==> config.mk <==
export PLATFORM = sky130hd
export DESIGN_NAME = seg7_scan_flat
export DESIGN_NICKNAME = d
export VERILOG_FILES = /design/src/rtl/seg7_pkg.sv /design/src/rtl/seg7_scan_if.sv /design/src/rtl/tick_sync.sv /design/src/rtl/seg7_scan.sv /design/src/flat_wrapper.sv
export SDC_FILE = /design/constraint.sdc
export NUM_CORES = 1
export LEC_CHECK = 0
export ABC_CLOCK_PERIOD_IN_PS = 5710
export BUFFER_PORTS_ARGS = -buffer_cell sky130_fd_sc_hd__buf_2
export CAP_MARGIN = 20
export CORE_ASPECT_RATIO = 1.5
export CORE_MARGIN = 8
export CORE_UTILIZATION = 59
export CTS_CLUSTER_SIZE = 12
export DETAILED_ROUTE_END_ITERATION = 10
export GPL_TIMING_DRIVEN = 0
export PLACE_DENSITY_LB_ADDON = 0.2
export SYNTH_ARGS = -nofsm -noshare
export SYNTH_HDL_FRONTEND = slang
export SYNTH_SLANG_ARGS = --single-unit
export TNS_END_PERCENT = 30
==> constraint.sdc <==
create_clock -name clk_in -period 5.71 [get_ports clk_in]
set_input_delay 0.8565 -clock clk_in [delete_from_list [all_inputs] [get_ports clk_in]]
set_output_delay 0.8565 -clock clk_in [all_outputs]
set_load 0.01 [all_outputs]
==> src/rtl/seg7_pkg.sv <==
// ---------------------------------------------------------------------------
// seg7_pkg
// Shared definitions for the multiplexed seven-segment scanner.
//   DEFAULT_NUM_DIGITS : digit count used when the top is not overridden
//   SEG_TABLE          : active-high hex glyphs, bit0=a ... bit6=g
//   scan_state_e       : scanner state (idle until the first step, then run)
//   hexToSeg()         : nibble -> active-high glyph lookup
// ---------------------------------------------------------------------------
package seg7_pkg;

  localparam int DEFAULT_NUM_DIGITS = 4;

  // Entry n is the glyph for hex digit n; listed from F down to 0 so the
  // packed index matches the nibble value.
  localparam logic [15:0][6:0] SEG_TABLE = {
    7'h71, 7'h79, 7'h5E, 7'h39, 7'h7C, 7'h77, 7'h6F, 7'h7F,
    7'h07, 7'h7D, 7'h6D, 7'h66, 7'h4F, 7'h5B, 7'h06, 7'h3F
  };

  typedef enum logic {
    SCAN_IDLE = 1'b0,
    SCAN_RUN  = 1'b1
  } scan_state_e;

  function automatic logic [6:0] hexToSeg(input logic [3:0] nibble);
    return SEG_TABLE[nibble];
  endfunction

endpackage

==> src/rtl/seg7_scan_if.sv <==
// ---------------------------------------------------------------------------
// seg7_scan_if
// Bundles the scanner's data inputs and display outputs.
//   tick_clk   : divided scan tick (treated as async data)
//   en         : display enable
//   value      : 4*NUM_DIGITS hex nibbles, nibble i -> digit i
//   dp         : per-digit decimal point request
//   blank_lz   : leading-zero blanking request
//   seg        : segment drive, bit0=a ... bit6=g
//   dp_out     : decimal point of the active digit
//   an         : one-hot digit enable
//   frame_done : one-cycle pulse at each frame wrap
// master = the block feeding the display, slave = the scanner itself.
// ---------------------------------------------------------------------------
interface seg7_scan_if
  import seg7_pkg::*;
#(
  parameter int NUM_DIGITS = DEFAULT_NUM_DIGITS
) ();

  logic                    tick_clk;
  logic                    en;
  logic [4*NUM_DIGITS-1:0] value;
  logic [NUM_DIGITS-1:0]   dp;
  logic                    blank_lz;
  logic [6:0]              seg;
  logic                    dp_out;
  logic [NUM_DIGITS-1:0]   an;
  logic                    frame_done;

  modport master (
    output tick_clk, en, value, dp, blank_lz,
    input  seg, dp_out, an, frame_done
  );

  modport slave (
    input  tick_clk, en, value, dp, blank_lz,
    output seg, dp_out, an, frame_done
  );

endinterface

==> src/rtl/tick_sync.sv <==
// ---------------------------------------------------------------------------
// tick_sync
// Brings the divided scan tick into the clk_in domain and turns each rising
// edge of it into a single-cycle pulse.
//   clk_in : system clock
//   reset  : asynchronous active-low reset
//   d      : asynchronous level input (the scan tick)
//   rise   : one clk_in cycle high per synchronized rising edge of d
// ---------------------------------------------------------------------------
module tick_sync (
  input  logic clk_in,
  input  logic reset,
  input  logic d,
  output logic rise
);

  logic s1_q;
  logic s2_q;
  logic s3_q;

  // Two flops resolve metastability; the third holds the previous
  // synchronized level so a tick held high for many cycles still yields
  // exactly one pulse.
  always_ff @(posedge clk_in or negedge reset) begin
    if (!reset) begin
      s1_q <= 1'b0;
      s2_q <= 1'b0;
      s3_q <= 1'b0;
    end else begin
      s1_q <= d;
      s2_q <= s1_q;
      s3_q <= s2_q;
    end
  end

  assign rise = s2_q & ~s3_q;

endmodule

==> src/rtl/seg7_scan.sv <==
// ---------------------------------------------------------------------------
// seg7_scan
// Time-multiplexes NUM_DIGITS hex digits onto one seven-segment bus. Each
// synchronized scan tick advances to the next digit; the display data is
// captured once per frame so every digit of a frame shows the same value.
//   clk_in : system clock, all state on its rising edge
//   reset  : asynchronous active-low reset
//   bus    : seg7_scan_if slave (tick_clk, en, value, dp, blank_lz in;
//            seg, dp_out, an, frame_done out)
// Parameters: NUM_DIGITS, SEG_ACTIVE_LOW (seg/dp_out low = lit),
//             AN_ACTIVE_LOW (an low = digit enabled).
// ---------------------------------------------------------------------------
module seg7_scan
  import seg7_pkg::*;
#(
  parameter int NUM_DIGITS     = DEFAULT_NUM_DIGITS,
  parameter bit SEG_ACTIVE_LOW = 1'b1,
  parameter bit AN_ACTIVE_LOW  = 1'b1
) (
  input logic        clk_in,
  input logic        reset,
  seg7_scan_if.slave bus
);

  localparam int                    IDX_W    = (NUM_DIGITS > 1) ? $clog2(NUM_DIGITS) : 1;
  localparam logic [IDX_W-1:0]      LAST_IDX = IDX_W'(NUM_DIGITS - 1);
  localparam logic [6:0]            SEG_OFF  = {7{SEG_ACTIVE_LOW}};
  localparam logic                  DP_OFF   = SEG_ACTIVE_LOW;
  localparam logic [NUM_DIGITS-1:0] AN_OFF   = {NUM_DIGITS{AN_ACTIVE_LOW}};

  logic                            step;
  scan_state_e                     state_q, state_d;
  logic [IDX_W-1:0]                idx_q, idx_d;
  logic [NUM_DIGITS-1:0][3:0]      shadowValue_q, shadowValue_d;
  logic [NUM_DIGITS-1:0]           shadowDp_q, shadowDp_d;
  logic                            shadowBlank_q, shadowBlank_d;
  logic [6:0]                      seg_q, seg_d;
  logic                            dpOut_q, dpOut_d;
  logic [NUM_DIGITS-1:0]           an_q, an_d;
  logic                            frameDone_q, frameDone_d;

  logic                            loadSnap;
  logic                            showDigit;
  logic [NUM_DIGITS-1:0]           zeroFrom;
  logic                            allZero;
  logic                            blankDigit;
  logic [6:0]                      segHigh;
  logic                            dpHigh;
  logic [NUM_DIGITS-1:0]           anHigh;

  tick_sync u_tick_sync (
    .clk_in (clk_in),
    .reset  (reset),
    .d      (bus.tick_clk),
    .rise   (step)
  );

  // Scan sequencing. Disabling wins over a coincident step and parks the
  // scanner in idle at digit 0. The first step out of idle is not a wrap:
  // it captures a fresh snapshot and shows digit 0 without frame_done.
  always_comb begin
    state_d     = state_q;
    idx_d       = idx_q;
    loadSnap    = 1'b0;
    showDigit   = 1'b0;
    frameDone_d = 1'b0;
    if (!bus.en) begin
      state_d = SCAN_IDLE;
      idx_d   = '0;
    end else if (step) begin
      showDigit = 1'b1;
      case (state_q)
        SCAN_IDLE: begin
          state_d  = SCAN_RUN;
          idx_d    = '0;
          loadSnap = 1'b1;
        end
        SCAN_RUN: begin
          if (idx_q == LAST_IDX) begin
            idx_d       = '0;
            loadSnap    = 1'b1;
            frameDone_d = 1'b1;
          end else begin
            idx_d = idx_q + 1'b1;
          end
        end
        default: begin
          state_d = SCAN_IDLE;
          idx_d   = '0;
        end
      endcase
    end
  end

  // Shadow registers only change when a new frame starts, so edits to the
  // inputs mid-frame never tear the displayed number.
  always_comb begin
    shadowValue_d = shadowValue_q;
    shadowDp_d    = shadowDp_q;
    shadowBlank_d = shadowBlank_q;
    if (loadSnap) begin
      shadowValue_d = bus.value;
      shadowDp_d    = bus.dp;
      shadowBlank_d = bus.blank_lz;
    end
  end

  // Glyph for the digit about to be shown. Decoding from the next-state
  // shadow and index lets the registered outputs change on the same edge
  // as idx. zeroFrom[i] is set when nibbles i..MSB are all zero; digit 0
  // is excluded from blanking so a zero value still shows "0".
  always_comb begin
    allZero  = 1'b1;
    zeroFrom = '0;
    for (int i = NUM_DIGITS - 1; i >= 0; i--) begin
      allZero     = allZero & (shadowValue_d[i] == 4'h0);
      zeroFrom[i] = allZero;
    end
    blankDigit    = shadowBlank_d && (idx_d != '0) && zeroFrom[idx_d];
    segHigh       = blankDigit ? 7'h00 : hexToSeg(shadowValue_d[idx_d]);
    dpHigh        = shadowDp_d[idx_d];
    anHigh        = '0;
    anHigh[idx_d] = 1'b1;
  end

  // Output drive: blank everything while disabled, otherwise update only
  // on a step and hold the current digit in between.
  always_comb begin
    seg_d   = seg_q;
    dpOut_d = dpOut_q;
    an_d    = an_q;
    if (!bus.en) begin
      seg_d   = SEG_OFF;
      dpOut_d = DP_OFF;
      an_d    = AN_OFF;
    end else if (showDigit) begin
      seg_d   = SEG_ACTIVE_LOW ? ~segHigh : segHigh;
      dpOut_d = SEG_ACTIVE_LOW ? ~dpHigh : dpHigh;
      an_d    = AN_ACTIVE_LOW ? ~anHigh : anHigh;
    end
  end

  // All state, including the output registers, clears asynchronously so
  // the display goes dark the moment reset is asserted.
  always_ff @(posedge clk_in or negedge reset) begin
    if (!reset) begin
      state_q       <= SCAN_IDLE;
      idx_q         <= '0;
      shadowValue_q <= '0;
      shadowDp_q    <= '0;
      shadowBlank_q <= 1'b0;
      seg_q         <= SEG_OFF;
      dpOut_q       <= DP_OFF;
      an_q          <= AN_OFF;
      frameDone_q   <= 1'b0;
    end else begin
      state_q       <= state_d;
      idx_q         <= idx_d;
      shadowValue_q <= shadowValue_d;
      shadowDp_q    <= shadowDp_d;
      shadowBlank_q <= shadowBlank_d;
      seg_q         <= seg_d;
      dpOut_q       <= dpOut_d;
      an_q          <= an_d;
      frameDone_q   <= frameDone_d;
    end
  end

  assign bus.seg        = seg_q;
  assign bus.dp_out     = dpOut_q;
  assign bus.an         = an_q;
  assign bus.frame_done = frameDone_q;

endmodule

==> src/flat_wrapper.sv <==
// flat-port wrapper written by rule: the top's interface ports become plain ports
module seg7_scan_flat import seg7_pkg::*;
#(
  parameter int NUM_DIGITS     = DEFAULT_NUM_DIGITS,
  parameter bit SEG_ACTIVE_LOW = 1'b1,
  parameter bit AN_ACTIVE_LOW  = 1'b1
)
  (clk_in, reset, bus_tick_clk, bus_en, bus_value, bus_dp, bus_blank_lz, bus_seg, bus_dp_out, bus_an, bus_frame_done);
  seg7_scan_if #(.NUM_DIGITS(NUM_DIGITS)) bus_i ();
  input logic clk_in;
  input logic reset;
  input wire logic [$bits(bus_i.tick_clk)-1:0] bus_tick_clk;
  input wire logic [$bits(bus_i.en)-1:0] bus_en;
  input wire logic [$bits(bus_i.value)-1:0] bus_value;
  input wire logic [$bits(bus_i.dp)-1:0] bus_dp;
  input wire logic [$bits(bus_i.blank_lz)-1:0] bus_blank_lz;
  output wire logic [$bits(bus_i.seg)-1:0] bus_seg;
  output wire logic [$bits(bus_i.dp_out)-1:0] bus_dp_out;
  output wire logic [$bits(bus_i.an)-1:0] bus_an;
  output wire logic [$bits(bus_i.frame_done)-1:0] bus_frame_done;
  assign bus_i.tick_clk = bus_tick_clk;
  assign bus_i.en = bus_en;
  assign bus_i.value = bus_value;
  assign bus_i.dp = bus_dp;
  assign bus_i.blank_lz = bus_blank_lz;
  assign bus_seg = bus_i.seg;
  assign bus_dp_out = bus_i.dp_out;
  assign bus_an = bus_i.an;
  assign bus_frame_done = bus_i.frame_done;
  seg7_scan #(.NUM_DIGITS(NUM_DIGITS), .SEG_ACTIVE_LOW(SEG_ACTIVE_LOW), .AN_ACTIVE_LOW(AN_ACTIVE_LOW)) u_core (.clk_in(clk_in), .reset(reset), .bus(bus_i));
endmodule
== Word level (Yosys, flattened, before mapping) ==
Memories as Yosys holds them, arrays and structs flattened.
Cells that the tools add are included.

* Add/subtract/negate cells: 1
* Magnitude comparators: 3
* Eq/ne operators: 3
* Muxes and demuxes: 34
* Bitwise operators: 9
* Reductions and logical operators: 8

{| class="wikitable"
|+ Operators by type and width
! operator !! count
|-
| 7-bit two-way mux || 4
|-
| 4-bit logical NOT || 4
|-
| 1-bit two-way mux || 16
|-
| 16-bit two-way mux || 1
|-
| 4-bit two-way mux || 4
|-
| 4-bit binary-select mux with 2-bit select || 1
|-
| 7-bit inverter || 1
|-
| 2-bit two-way mux || 3
|-
| 4-bit by 5-bit less-than comparator with 1-bit output, second input constant || 1
|-
| 1-bit AND || 4
|-
| 1-bit binary-select mux with 2-bit select || 2
|-
| 2-bit by 1-bit != test with 1-bit output, second input constant || 2
|-
| 4-bit inverter || 1
|-
| 2-bit one-hot mux with 2 select lines || 1
|-
| 1-bit logical AND || 3
|-
| 2-bit by 3-bit less-than comparator with 1-bit output, second input constant || 1
|-
| 1-bit inverter || 3
|-
| 2-bit by 1-bit adder with 2-bit output, second input constant || 1
|-
| 1-bit demux with 2-bit select || 1
|-
| 2-bit equality test, second input constant || 1
|-
| 2-bit by 1-bit >= comparator with 1-bit output, second input constant || 1
|-
| 1-bit one-hot mux with 2 select lines || 1
|-
| 2-bit nonzero test || 1
|}

* Flip-flop bits (word level): 40
* ROM bits: 112
* Input port bits: 25
* Output and inout port bits: 13
* Word-level logic and storage cells: 74
* Memories: 1

{| class="wikitable"
|+ Memory list
! memory !! words !! bits a word !! rd ports !! clocked after memory_dff !! wr ports !! RTL line !! source
|-
| (name not given) || 16 || 7 || 1 || 0 || 0 || seg7_pkg.sv:26 || <nowiki>return SEG_TABLE[nibble];</nowiki>
|}

== Longest topological paths before layout ==
Gate-level depths: netlist of the first run.

* Depth after elaboration: 17
* Mapped depth: 14

== By module ==
From an unflattened synthesis of the first run, not the netlist that was laid out.

* Cells, all modules: 174
* Area total of the unflattened synthesis: 2,255.9 µm²

{| class="wikitable"
|+ By module, submodules not included
! module !! times used !! cells each !! area each (µm²) !! sequential area each (µm²)
|-
| seg7_scan || 1 || 170 || 2,167.1 || 940.9
|-
| tick_sync || 1 || 4 || 88.8 || 75.1
|}

== Worst setup path after synthesis of the first run ==
Ideal clock, no wire load.

* Path kind: input port to flip-flop
* Start: in bus_en
* End: reg u_core.seg_q[3] (netlist: u_core.bus.seg[3])
* Arrival: 3,243 ps
* Setup slack: 2,384 ps
* Stages: 13
* Buffers on the path: 4
* Cells stage by stage: buf_2 -> and3_1 -> buf_6 -> buf_4 -> buf_2 -> mux2_2 -> mux2i_1 -> mux2i_1 -> inv_1 -> ha_1 -> mux2_4 -> and2_0 -> o32a_1

{| class="wikitable"
|+ RTL lines
! what !! RTL line !! source
|-
| from (decl) || flat_wrapper.sv:13 || <nowiki>input wire logic [$bits(bus_i.en)-1:0] bus_en;</nowiki>
|-
| to (signal assigned) || seg7_scan.sv:162 || <nowiki>seg_q <= seg_d;</nowiki>
|-
| to (decl) || seg7_scan.sv:37 || <nowiki>logic [6:0] seg_q, seg_d;</nowiki>
|}

==> summary.md, run 1 <==
| Metric | Value |
|---|---|
| WL/cell | ~17 um |
| Diodes inserted | 0 |
| CP Launch Type | flop |
| Final instance area | 0.00238 mm^2 |
| Clock transition at path regs | approximately 70 ps |
| Clock skew | 9.18 ps |
| RD Place Congestion | 0.900 |
| GRT Residual Overflow | 0 |
| Die X | 64.0 um |
| Placed inst area | roughly 0.0023 mm^2 |
| Lkg Pwr | 1.08 nW |
| Critical path data required time | 5930 ps |
| Num CTS Buffers | 5 |
| Post-CTS Setup Inserts | 0 |
| Htree depth | 2 |
| Status | finished, final reports clean |
| Fill count | between 200 and 300 |
| First-pass GRT wire length | 7.45 mm |
| Largest net degree at the start of global routing | 41 |
| Synth unique cells | 42 |
| Vias | ~1.5k |
| Post-Synthesis Cells | 178 |
| Die Span Y | between 80 and 90 um |
| FP Rows | 26 |
| Post-CTS Resized | 0 |
| Max clock buf depth | 2 |
| DRT Pass-1 Iters | 4 |
| Sink Count | 40 |
| CTS tree | done |
| YS warnings | 0 |
| Setup-failing EPs final | 0 |
| Worst rel slew slack | 41.0% |
| Top_reg_cell synth | dfrtp_1 |
| Max-Cap Viols | 0 |
| Async S/R FF share, synth | 100% |
| Fin crit period | 3500 ps |
| Post-synth EDFFs | 0 |
| Initial Util | 60.8% |
| Root buffer cell | clkbuf_8 |
| Peak Freq | 285 MHz |
| Hold Vio Cnt, Final | 0 |
| Min-delay worst type | reg -> reg |
| Peak fanout along the critical path | 10 |
| Post-DRT Antenna Nets | 0 |
| Initial antenna violation count | 0 |
| Final number of max-transition violations | 0 |
| Area Growth Syn to Fin | 16.7% |
| Die area | 0.00563 mm^2 |
| Worst slew pin tran | 885 ps |
| Post-Route WL | around 4.6 mm |
| IO Count | 38 |
| Hold Buf Count CTS | 0 |
| Synth Register Bits | 40 |
| Synthesized area per cell | roughly 11 um^2 |
| Final Util | 71.0% |
| Sequential fraction of the synthesis area | 49.8% |
| I/O Buffers | 36 |
| Skew-Pair Late Insertion Delay | 290 ps |
| Drt drc | 0 |
| Final nets | 253 |
| Core Area | about 0.0034 mm^2 |
| Post-Syn Nets | 210 |
| Drt initial violations | 52 |
| Worst Path Arrival | 3720 ps |
| Vias/cell | 5.80 |
| RSZ-0062 raised after global routing | no |
| Setup TNS | 0 ps |
| Mapped Area | 0.00204 mm^2 |
| Crit path kind | reg -> reg |
| Final period util | about three fifths |
| Detail Placement HPWL | 3.45 mm |
| Overall routing resource usage | 16.7% |
| Power density cells | 324 mW/mm^2 |
| IR drop worst, VDD | 0.277 mV |
| CP endpoint kind | flop |
| Share of cells above drive strength 1 | 40.1% |
| Vias in the first global route | 1632 |
## cells in the final DEF, fill, tap and decap left out, types with 2 or more instances in the layout
cell type / n
or4_1: 2
clkbuf_8: 5
o21ai_0: 4
nand2b_1: 2
dfstp_2: 12
a31oi_1: 2
a211oi_1: 3
and3_1: 2
mux2_4: 3
o32a_1: 6
nand2_1: 6
inv_1: 7
nor3b_1: 2
nor3_1: 15
mux2_2: 16
dfrtp_1: 28
mux2i_1: 10
nand3_1: 2
ha_1: 7
clkbuf_1: 2
nor2_1: 17
buf_2: 42
nor4_1: 5
## metal layers
layer  up-vias  track usage, %  part of all wire (%)
met4         0            7.54                   2.4
met2        43            30.7                    54
li1        727               -                     -
met3         9            5.38                   5.4
met1       752            16.6                    38
met5         -               0                     0
## metrics by stage
stage | power [mW] | instances | setup slack, ps | hold slack (ps)
after floorplan | 0.489 | 178 | 2380 | 331
after global placement | 0.535 | 256 | 2050 | 335
after detailed placement | 0.549 | 256 | 1910 | 337
after CTS | 0.777 | 264 | 2190 | 354
after global routing | 0.808 | 264 | 2050 | 357
final | 0.771 | 264 | 2210 | 352
## cell usage after synthesis, types with 3 or more instances
master | number | share of area [%]
mux2_2 | 16 | 8.8
dfstp_2 | 12 | 15
o32a_1 | 6 | 2.9
nor3_1 | 15 | 3.7
nand2_1 | 6 | 1.1
dfrtp_1 | 28 | 34
mux2_4 | 3 | 2.2
mux2i_1 | 10 | 4.9
inv_1 | 7 | 1.3
buf_2 | 6 | 1.5
nor4_1 | 5 | 1.5
o21ai_0 | 4 | 0.98
a211oi_1 | 3 | 1.1
ha_1 | 7 | 4.3
nor2_1 | 17 | 3.1
## state kept, by name (all words and copies together), names as in the netlist, 2 cells and up
signal,count
u_core.shadowDp_q,4
u_core.idx_q,2
u_core.bus.an,4
u_core.bus.seg,7
u_core.shadowValue_q,16
## final cells by class
cell class	instances	area (um^2)	share of cell area, %
Clock buffer	6	72.6	3.05
Timing Repair Buffer	36	180	7.57
Sequential cell	40	1020	42.7
Buffer	9	52.6	2.21
Clock inverter	2	35.0	1.47
Tap cell	42	52.6	2.21
Inverter	9	33.8	1.42
Multi-Input combinational cell	120	936	39.3
## worst max-delay path, cell delays in order (launching register included)
cell and delay [ps]:
dfrtp_1 440, ha_1 230, nand2b_1 140, and3_1 190, buf_6 140, buf_4 190, buf_2 200, mux2_2 260
mux2i_1 60, mux2i_1 380, inv_1 180, ha_1 290, mux2_4 280, and2_0 150, o32a_1 280
## report_power, final
| part | internal, mW | leakage [nW] | switching [mW] |
|---|---|---|---|
| combinational | 0.0906 | 0.558 | 0.104 |
| clock | 0.130 | 0.0552 | 0.0967 |
| sequential | 0.330 | 0.465 | 0.0190 |
| total | 0.551 | 1.08 | 0.220 |
## logic make-up (layout without fill, tap and decap cells)
| group | count (synthesis) | count (layout) | share of synthesized area (%) |
|---|---|---|---|
| compound gates | 22 | 22 | 8.47 |
| xor+xnor | 1 | 1 | 0.430 |
| fa+ha+maj | 7 | 7 | 4.30 |
| buf+inv | 18 | 62 | 4.24 |
| flops | 40 | 40 | 49.8 |
| mux | 30 | 30 | 17.1 |
| simple gates | 60 | 60 | 15.7 |
## final timing paths
path / startpoint / depth (start not counted) / end / slack, ps
hold / removal: u_core.u_tick_sync.s1_q / 0 / u_core.u_tick_sync.s2_q / 350
hold reg to reg: u_core.u_tick_sync.s1_q / 0 / u_core.u_tick_sync.s2_q / 350
setup reg to reg: u_core.idx_q[0] / 14 / u_core.bus.seg[3] / 2210
setup / recovery: u_core.idx_q[0] / 14 / u_core.bus.seg[3] / 2210
min in group asynchronous: reset / 1 / u_core.u_tick_sync.s2_q / 680
max in group asynchronous: reset / 1 / u_core.shadowValue_q[0] / 4470
No activity file was read; power rests on OpenSTA's default activity.
==> inputs of run 2 (changes only) <==
ABC_AREA = 1   (was unset)
ABC_CLOCK_PERIOD_IN_PS = 3600   (was 5710)
CORE_UTILIZATION = 56   (was 59)
clock period = 3.6 ns   (was 5.71 ns; I/O delays follow)
==> summary.md, run 2 <==
| Metric | Value |
|---|---|
| CP Depth | 17 (was 14) |
| Share of cells above drive strength 1 | 35.5% (was 40.1%) |
| Die Span Y | 96.4 um (was 88.0 um) |
| Initial Util | 57.8% (was 60.8%) |
| Clock skew | 5.53 ps (was 9.18 ps) |
| Core Area | 0.00417 mm^2 (was 0.00335 mm^2) |
| IO Count | 38 (unchanged) |
| Crit path kind | reg -> reg (unchanged) |
| Max clock buf depth | 2 (unchanged) |
| Power density cells | 457 mW/mm^2 (was 324 mW/mm^2) |
| Vias/cell | 5.13 (was 5.80) |
| Worst path buffer plus inverter count | 5 (was 4) |
| DR WL met3 | 208 um (was 244 um) |
| Drt initial violations | 100 (was 52) |
| Sequential fraction of the synthesis area | 42.1% (was 49.8%) |
| Setup-failing EPs final | 0 (unchanged) |
| Peak fanout along the critical path | 10 (unchanged) |
| Worst Path Arrival | 2810 ps (was 3720 ps) |
| Critical-path cell list | ha_1 -> inv_1 -> nand2_2 -> buf_4 -> buf_2 -> nand3_1 -> nand2_2 -> nand2_1 -> nand2_1 -> nor2_4 -> inv_1 -> ha_1 -> nand3b_1 -> nand3_1 -> nand3_1 -> nand2_1 -> inv_1 (was ha_1 -> nand2b_1 -> and3_1 -> buf_6 -> buf_4 -> buf_2 -> mux2_2 -> mux2i_1 -> mux2i_1 -> inv_1 -> ha_1 -> mux2_4 -> and2_0 -> o32a_1) |
| Diodes inserted | 0 (unchanged) |
| Post-CTS Setup Inserts | 0 (unchanged) |
| Final number of max-transition violations | 0 (unchanged) |
| Sink Count | 40 (unchanged) |
| Initial antenna violation count | 0 (unchanged) |
| Worst slew pin tran | 874 ps (was 885 ps) |
| RSZ-0062 raised after global routing | no (unchanged) |
| RD Place Congestion | 0.827 (was 0.900) |
| Top_reg_cell synth | dfrtp_1 (unchanged) |
| Root buffer cell | clkbuf_8 (unchanged) |
| Area share of the largest cell type after synthesis | 29.0% (was 34.4%) |
| I/O Buffers | 36 (unchanged) |
| DP Cell Count | 379 (was 256) |
| Vias in the first global route | 1992 (was 1632) |
| CP endpoint kind | flop (unchanged) |
| Fin crit period | 2570 ps (was 3500 ps) |
| Synth Register Bits | 40 (unchanged) |
| Final nets | 372 (was 253) |
| Status | finished, final reports clean (unchanged) |
| Worst rel slew slack | 41.7% (was 41.0%) |
| Skew-Pair Late Insertion Delay | 290 ps (about the same) |
| Met2 wire length | 2.86 mm (was 2.48 mm) |
| Post-synth EDFFs | 0 (unchanged) |
| Wl on met1 | 2.24 mm (was 1.73 mm) |
| Critical Path Max Stage Delay | 380 ps (was 440 ps) |
| Placed inst area | 0.00265 mm^2 (was 0.00227 mm^2) |
| Largest net degree at the start of global routing | 41 (unchanged) |
| Drt drc | 0 (unchanged) |
| Peak Freq | 390 MHz (was 285 MHz) |
| Mapped Area | 0.00241 mm^2 (was 0.00204 mm^2) |
| Most common cell after layout, fill and taps aside | nand2_1 (was buf_2) |
| Setup TNS | 0 ps (unchanged) |
| Biggest register | u_core.shadowValue_q (unchanged) |
| CTS tree | done (unchanged) |
| Final period util | 71.3% (was 61.4%) |
| Num CTS Buffers | 5 (unchanged) |
| Max layer used | met4 (unchanged) |
| DRT Pass-1 Iters | 4 (unchanged) |
| Vias | 1984 (was 1531) |
| Async S/R FF share, synth | 100% (unchanged) |
| WL/cell | 13.9 um (was 17.3 um) |
| Reg2Reg Setup Slack | 1030 ps (was 2210 ps) |
| Post-CTS Resized | 0 (unchanged) |
| Critical path data required time | 3840 ps (was 5930 ps) |
| Hold Buf Count CTS | 0 (unchanged) |
| Die area | 0.00671 mm^2 (was 0.00563 mm^2) |
| Most frequent cells in the layout | nand2_1 (72), buf_2 (37), nand3_1 (34) (was buf_2 (42), dfrtp_1 (28), nor2_1 (17)) |
| Most common cell in the netlist | nand2_1 (was dfrtp_1) |
| Post-DRT Antenna Nets | 0 (unchanged) |
| Top cell type by total area after synthesis | dfrtp_1 (unchanged) |
| Lkg Pwr | 1.40 nW (was 1.08 nW) |
| FP Rows | 29 (was 26) |
| YS warnings | 0 (unchanged) |
| Crit-path leading delay family | simple AND/OR/NAND/NOR gates (was multiplexers) |
| Post-Syn Nets | 329 (was 210) |
| Die X | 69.6 um (was 64.0 um) |
| Synth unique cells | 30 (was 42) |
| First-pass GRT wire length | 9.07 mm (was 7.45 mm) |
| Top cells by count, synth | nand2_1 (72), nand3_1 (34), nor2_1 (32) (was dfrtp_1 (28), nor2_1 (17), mux2_2 (16)) |
| Hold path depth | 1 (was 0) |
| Post-Route WL | 5.40 mm (was 4.56 mm) |
| CP max stage cell | dfrtp_1 (unchanged) |
| Min-delay worst type | in -> reg (was reg -> reg) |
| Detail Placement HPWL | 4.13 mm (was 3.45 mm) |
| Final instance area | 0.00275 mm^2 (was 0.00238 mm^2) |
| GRT Residual Overflow | 0 (unchanged) |
| Htree depth | 2 (unchanged) |
| Synthesized area per cell | 8.13 um^2 (was 11.5 um^2) |
| Clock transition at path regs | 80 ps (was 70 ps) |
| Worst r2r path cells | 17 (was 14) |
| Top cells by area, synth | dfrtp_1 (29%), dfstp_2 (13%), nand2_1 (11%) (was dfrtp_1 (34%), dfstp_2 (15%), mux2_2 (8.8%)) |
| Max-Cap Viols | 0 (unchanged) |
| Max reg flops | 16 (unchanged) |
| Pre-CTS setup slack | 1060 ps (was 1910 ps) |
| Post-Synthesis Cells | 297 (was 178) |
| IR drop worst, VDD | 0.445 mV (was 0.277 mV) |
| CP Launch Type | flop (unchanged) |
| Hold Vio Cnt, Final | 0 (unchanged) |
| Overall routing resource usage | 16.7% (about the same) |
| Final worst slack | 1030 ps (was 2210 ps) |
| Fin cells | 387 (was 264) |
| Area Growth Syn to Fin | 13.8% (was 16.7%) |
-- run 2: through the flow --
step	hold slack [ps]	total power, mW	utilization [%]
after floorplan	244	0.842	-
after global placement	336	0.931	63.5
after detailed placement	341	0.944	63.5
after CTS	341	1.26	65.8
after global routing	347	1.33	65.8
final	344	1.25	65.8
-- run 2: final cells by class --
cell class | count | area, um^2
Fill cell | 353 | 1430
Clock inverter | 2 | 12.5
Timing Repair Buffer | 36 | 180
Tap cell | 46 | 57.6
Sequential cell | 40 | 1020
Clock buffer | 6 | 82.6
Multi-Input combinational cell | 215 | 1190
Buffer | 9 | 76.3
Inverter | 33 | 126
-- run 2: cells by family after synthesis --
logic type | synth area share, %
compound gates | 2.49
simple gates | 41.5
fa+ha+maj | 3.63
flops | 42.1
mux | 1.87
buf+inv | 8.40
-- run 2: worst paths after layout --
check / from / endpoint
max in group asynchronous: reset / u_core.shadowValue_q[2]
min: bus_tick_clk / u_core.u_tick_sync.s1_q
min in group asynchronous: reset / u_core.shadowValue_q[5]
max: u_core.idx_q[0] / u_core.bus.seg[3]
min reg2reg: u_core.u_tick_sync.s1_q / u_core.u_tick_sync.s2_q
max reg2reg: u_core.idx_q[0] / u_core.bus.seg[3]
-- run 2: routing by layer --
| layer | global-route usage, % | up-vias |
|---|---|---|
| met1 | 18.2 | 923 |
| met5 | 0 | - |
| met3 | 3.27 | 8 |
| met4 | 7.03 | 0 |
| li1 | - | 1018 |
| met2 | 30.9 | 35 |
-- run 2: report_power, final --
group | total (mW) | leakage (nW) | switching [mW] | internal [mW]
Combinational | 0.385 | 0.880 | 0.244 | 0.141
Clock | 0.320 | 0.0521 | 0.164 | 0.156
Sequential | 0.550 | 0.472 | 0.0262 | 0.523
Total | 1.25 | 1.40 | 0.434 | 0.821
==> inputs of run 3 (changes only) <==
ABC_CLOCK_PERIOD_IN_PS = 2300   (was 3600)
CORE_UTILIZATION = 51   (was 56)
clock period = 2.3 ns   (was 3.6 ns; I/O delays follow)
==> summary.md, run 3 (synthesis results as in run 2) <==
| Metric | Value |
|---|---|
| Storage cell area | 0.00102 mm^2 (unchanged) |
| Crit path kind | reg -> reg (unchanged) |
| FP Rows | 30 (was 29) |
| Die area | 0.00724 mm^2 (was 0.00671 mm^2) |
| Post-Route WL | 5.92 mm (was 5.40 mm) |
| Final nets | 399 (was 372) |
| Comb power frac | 35.7% (was 30.7%) |
| Worst slew pin tran | 912 ps (was 874 ps) |
| Die Span Y | 100 um (was 96.4 um) |
| Max reg flops | 16 (unchanged) |
| Drt initial violations | 126 (was 100) |
| Max clock buf depth | 2 (unchanged) |
| IR drop worst, VDD | 0.439 mV (was 0.445 mV) |
| Lkg Pwr | 1.55 nW (was 1.40 nW) |
| Min-delay worst type | in -> reg (unchanged) |
| Power density cells | 669 mW/mm^2 (was 457 mW/mm^2) |
| Biggest register | u_core.shadowValue_q (unchanged) |
| Drt drc | 0 (unchanged) |
| Status | finished, final reports clean (unchanged) |
| WL/cell | 13.7 um (was 13.9 um) |
| Max-Cap Viols | 0 (unchanged) |
| CTS tree | done (unchanged) |
| DRT Pass-1 Iters | 4 (unchanged) |
| CP endpoint kind | flop (unchanged) |
| Overall routing resource usage | 16.8% (was 16.7%) |
| Setup-failing EPs final | 0 (unchanged) |
| IO Count | 38 (unchanged) |
| Core Area | 0.00454 mm^2 (was 0.00417 mm^2) |
| Fin crit period | 2240 ps (was 2570 ps) |
| Diodes inserted | 0 (unchanged) |
| Largest net degree at the start of global routing | 41 (unchanged) |
| Clock share of power | 23.3% (was 25.5%) |
| Critical path data required time | 2550 ps (was 3840 ps) |
| Placed inst area | 0.00267 mm^2 (was 0.00265 mm^2) |
| Most frequent cells in the layout | nand2_1 (59), buf_2 (36), nand3_1 (32) (was nand2_1 (72), buf_2 (37), nand3_1 (34)) |
| Final number of max-transition violations | 0 (unchanged) |
| RSZ-0062 raised after global routing | yes (was no) |
| Final period util | 97.2% (was 71.3%) |
| Clock transition at path regs | 80 ps (about the same) |
| Vias/cell | 5.03 (was 5.13) |
| Skew-Pair Late Insertion Delay | 300 ps (was 290 ps) |
| I/O Buffers | 36 (unchanged) |
| Reg2Reg Setup Slack | 60 ps (was 1030 ps) |
| Sink Count | 40 (unchanged) |
| Final instance area | 0.00316 mm^2 (was 0.00275 mm^2) |
| Post-DRT Antenna Nets | 0 (unchanged) |
| Hold Vio Cnt, Final | 0 (unchanged) |
| Htree depth | 2 (unchanged) |
| Switch share | 35.1% (was 34.6%) |
| Die X | 72.2 um (was 69.6 um) |
| Sequential share of power | 41.0% (was 43.8%) |
| Worst rel slew slack | 39.2% (was 41.7%) |
| Area Growth Syn to Fin | 31.1% (was 13.8%) |
| Setup TNS | 0 ps (unchanged) |
| Vias in the first global route | 2186 (was 1992) |
| CP Launch Type | flop (unchanged) |
| Fill count | 384 (was 353) |
| Hold Buf Count CTS | 0 (unchanged) |
| Root buffer cell | clkbuf_8 (unchanged) |
| Pre-CTS setup slack | -267 ps (was 1060 ps) |
| GRT Residual Overflow | 0 (unchanged) |
| RD Place Congestion | 0.878 (was 0.827) |
| Initial antenna violation count | 0 (unchanged) |
| First-pass GRT wire length | 9.66 mm (was 9.07 mm) |
| Share of cells above drive strength 1 | 47.8% (was 35.5%) |
| Most common cell after layout, fill and taps aside | nand2_1 (unchanged) |
| Final worst slack | 63.7 ps (was 1030 ps) |
| Peak fanout along the critical path | 6 (was 10) |
| Initial Util | 53.1% (was 57.8%) |
| Pwr Total | 2.12 mW (was 1.25 mW) |
| Worst Path Arrival | 2480 ps (was 2810 ps) |
| Detail Placement HPWL | 4.14 mm (was 4.13 mm) |
| NetSw | 0.743 mW (was 0.434 mW) |
| Clock skew | 6.10 ps (was 5.53 ps) |
| Vias | 2171 (was 1984) |
| Peak Freq | 447 MHz (was 390 MHz) |
| Multi-input logic area | 0.00134 mm^2 (was 0.00119 mm^2) |
| Num CTS Buffers | 5 (unchanged) |
| Pint | 1.37 mW (was 0.821 mW) |
[run 3: cell types whose count changed in the layout (fill, tap and decap cells not counted), moves of 3 or more]
| cell | change |
|---|---|
| nand2_4 | +6 |
| inv_1 | -3 |
| buf_4 | +23 |
| nand2_2 | +7 |
| ha_4 | +4 |
| nand2_1 | -13 |
| buf_6 | +3 |
| ha_1 | -6 |
[run 3: final timing paths]
check / endpoint / from / depth (start not counted)
max in group asynchronous: u_core.shadowValue_q[6] / reset / 1
hold reg to reg: u_core.u_tick_sync.s2_q / u_core.u_tick_sync.s1_q / 0
setup reg to reg: u_core.bus.seg[3] / u_core.idx_q[1] / 18
hold / removal: u_core.u_tick_sync.s1_q / bus_tick_clk / 1
setup / recovery: u_core.bus.seg[3] / u_core.idx_q[1] / 18
min in group asynchronous: u_core.shadowValue_q[0] / reset / 1
[run 3: cell type report]
type | instances | area share [%]
clock buffers | 6 | 2.61
repair buffers | 64 | 12.8
flip-flops and latches | 40 | 32.1
clock inverters | 2 | 0.474
well taps | 64 | 2.53
multi-input cells | 215 | 42.5
plain buffers | 8 | 2.61
inverters | 33 | 4.39
[run 3: power groups by stage]
stage	Combinational (mW)	Sequential [mW]	Clock (mW)
2_1_floorplan	0.440	0.878	0
3_3_place_gp	0.594	0.869	0
3_5_place_dp	0.605	0.874	0
4_1_cts	0.638	0.861	0.504
5_1_grt	0.845	0.877	0.531
6_report	0.755	0.867	0.494
[run 3: repair_timing]
item | CTS | global route
resized for setup | 5 | 47
endpoints found under the hold margin | 0 | 0
setup buffers | 8 | 20
setup endpoints to repair | 7 | 7
pin swaps | 3 | 23
[run 3: critical path, stage by stage, from the launching register on]
cell and delay [ps]:
dfrtp_1 410, ha_4 170, inv_4 50, nand2_4 50, nand3_4 120, buf_8 130, buf_6 110, nand2_4 50
nand2_4 70, nand3_2 80, nand2_2 100, nor2_4 50, buf_6 130, ha_1 300, nand2_1 70, nand3_1 80
nand3_1 90, nand2_1 50, inv_1 50
[run 3: per-layer routing]
metal  GRT usage, %  vias to the layer above  wire length [um]
met5              0                        -                 0
met4           7.90                        0                99
met3           3.79                       10               262
met2           30.0                       38              3210
met1           17.9                     1045              2340
li1               -                     1078                 -
[run 3: metrics by stage]
step | hold WS, ps | cells | utilization [%]
CTS | 138 | 412 | 62.6
global route | 134 | 432 | 69.7
global placement | 334 | 397 | 58.9
detailed placement | 341 | 397 | 58.9
floorplan | 49.4 | 297 | -
finish | 145 | 432 | 69.7
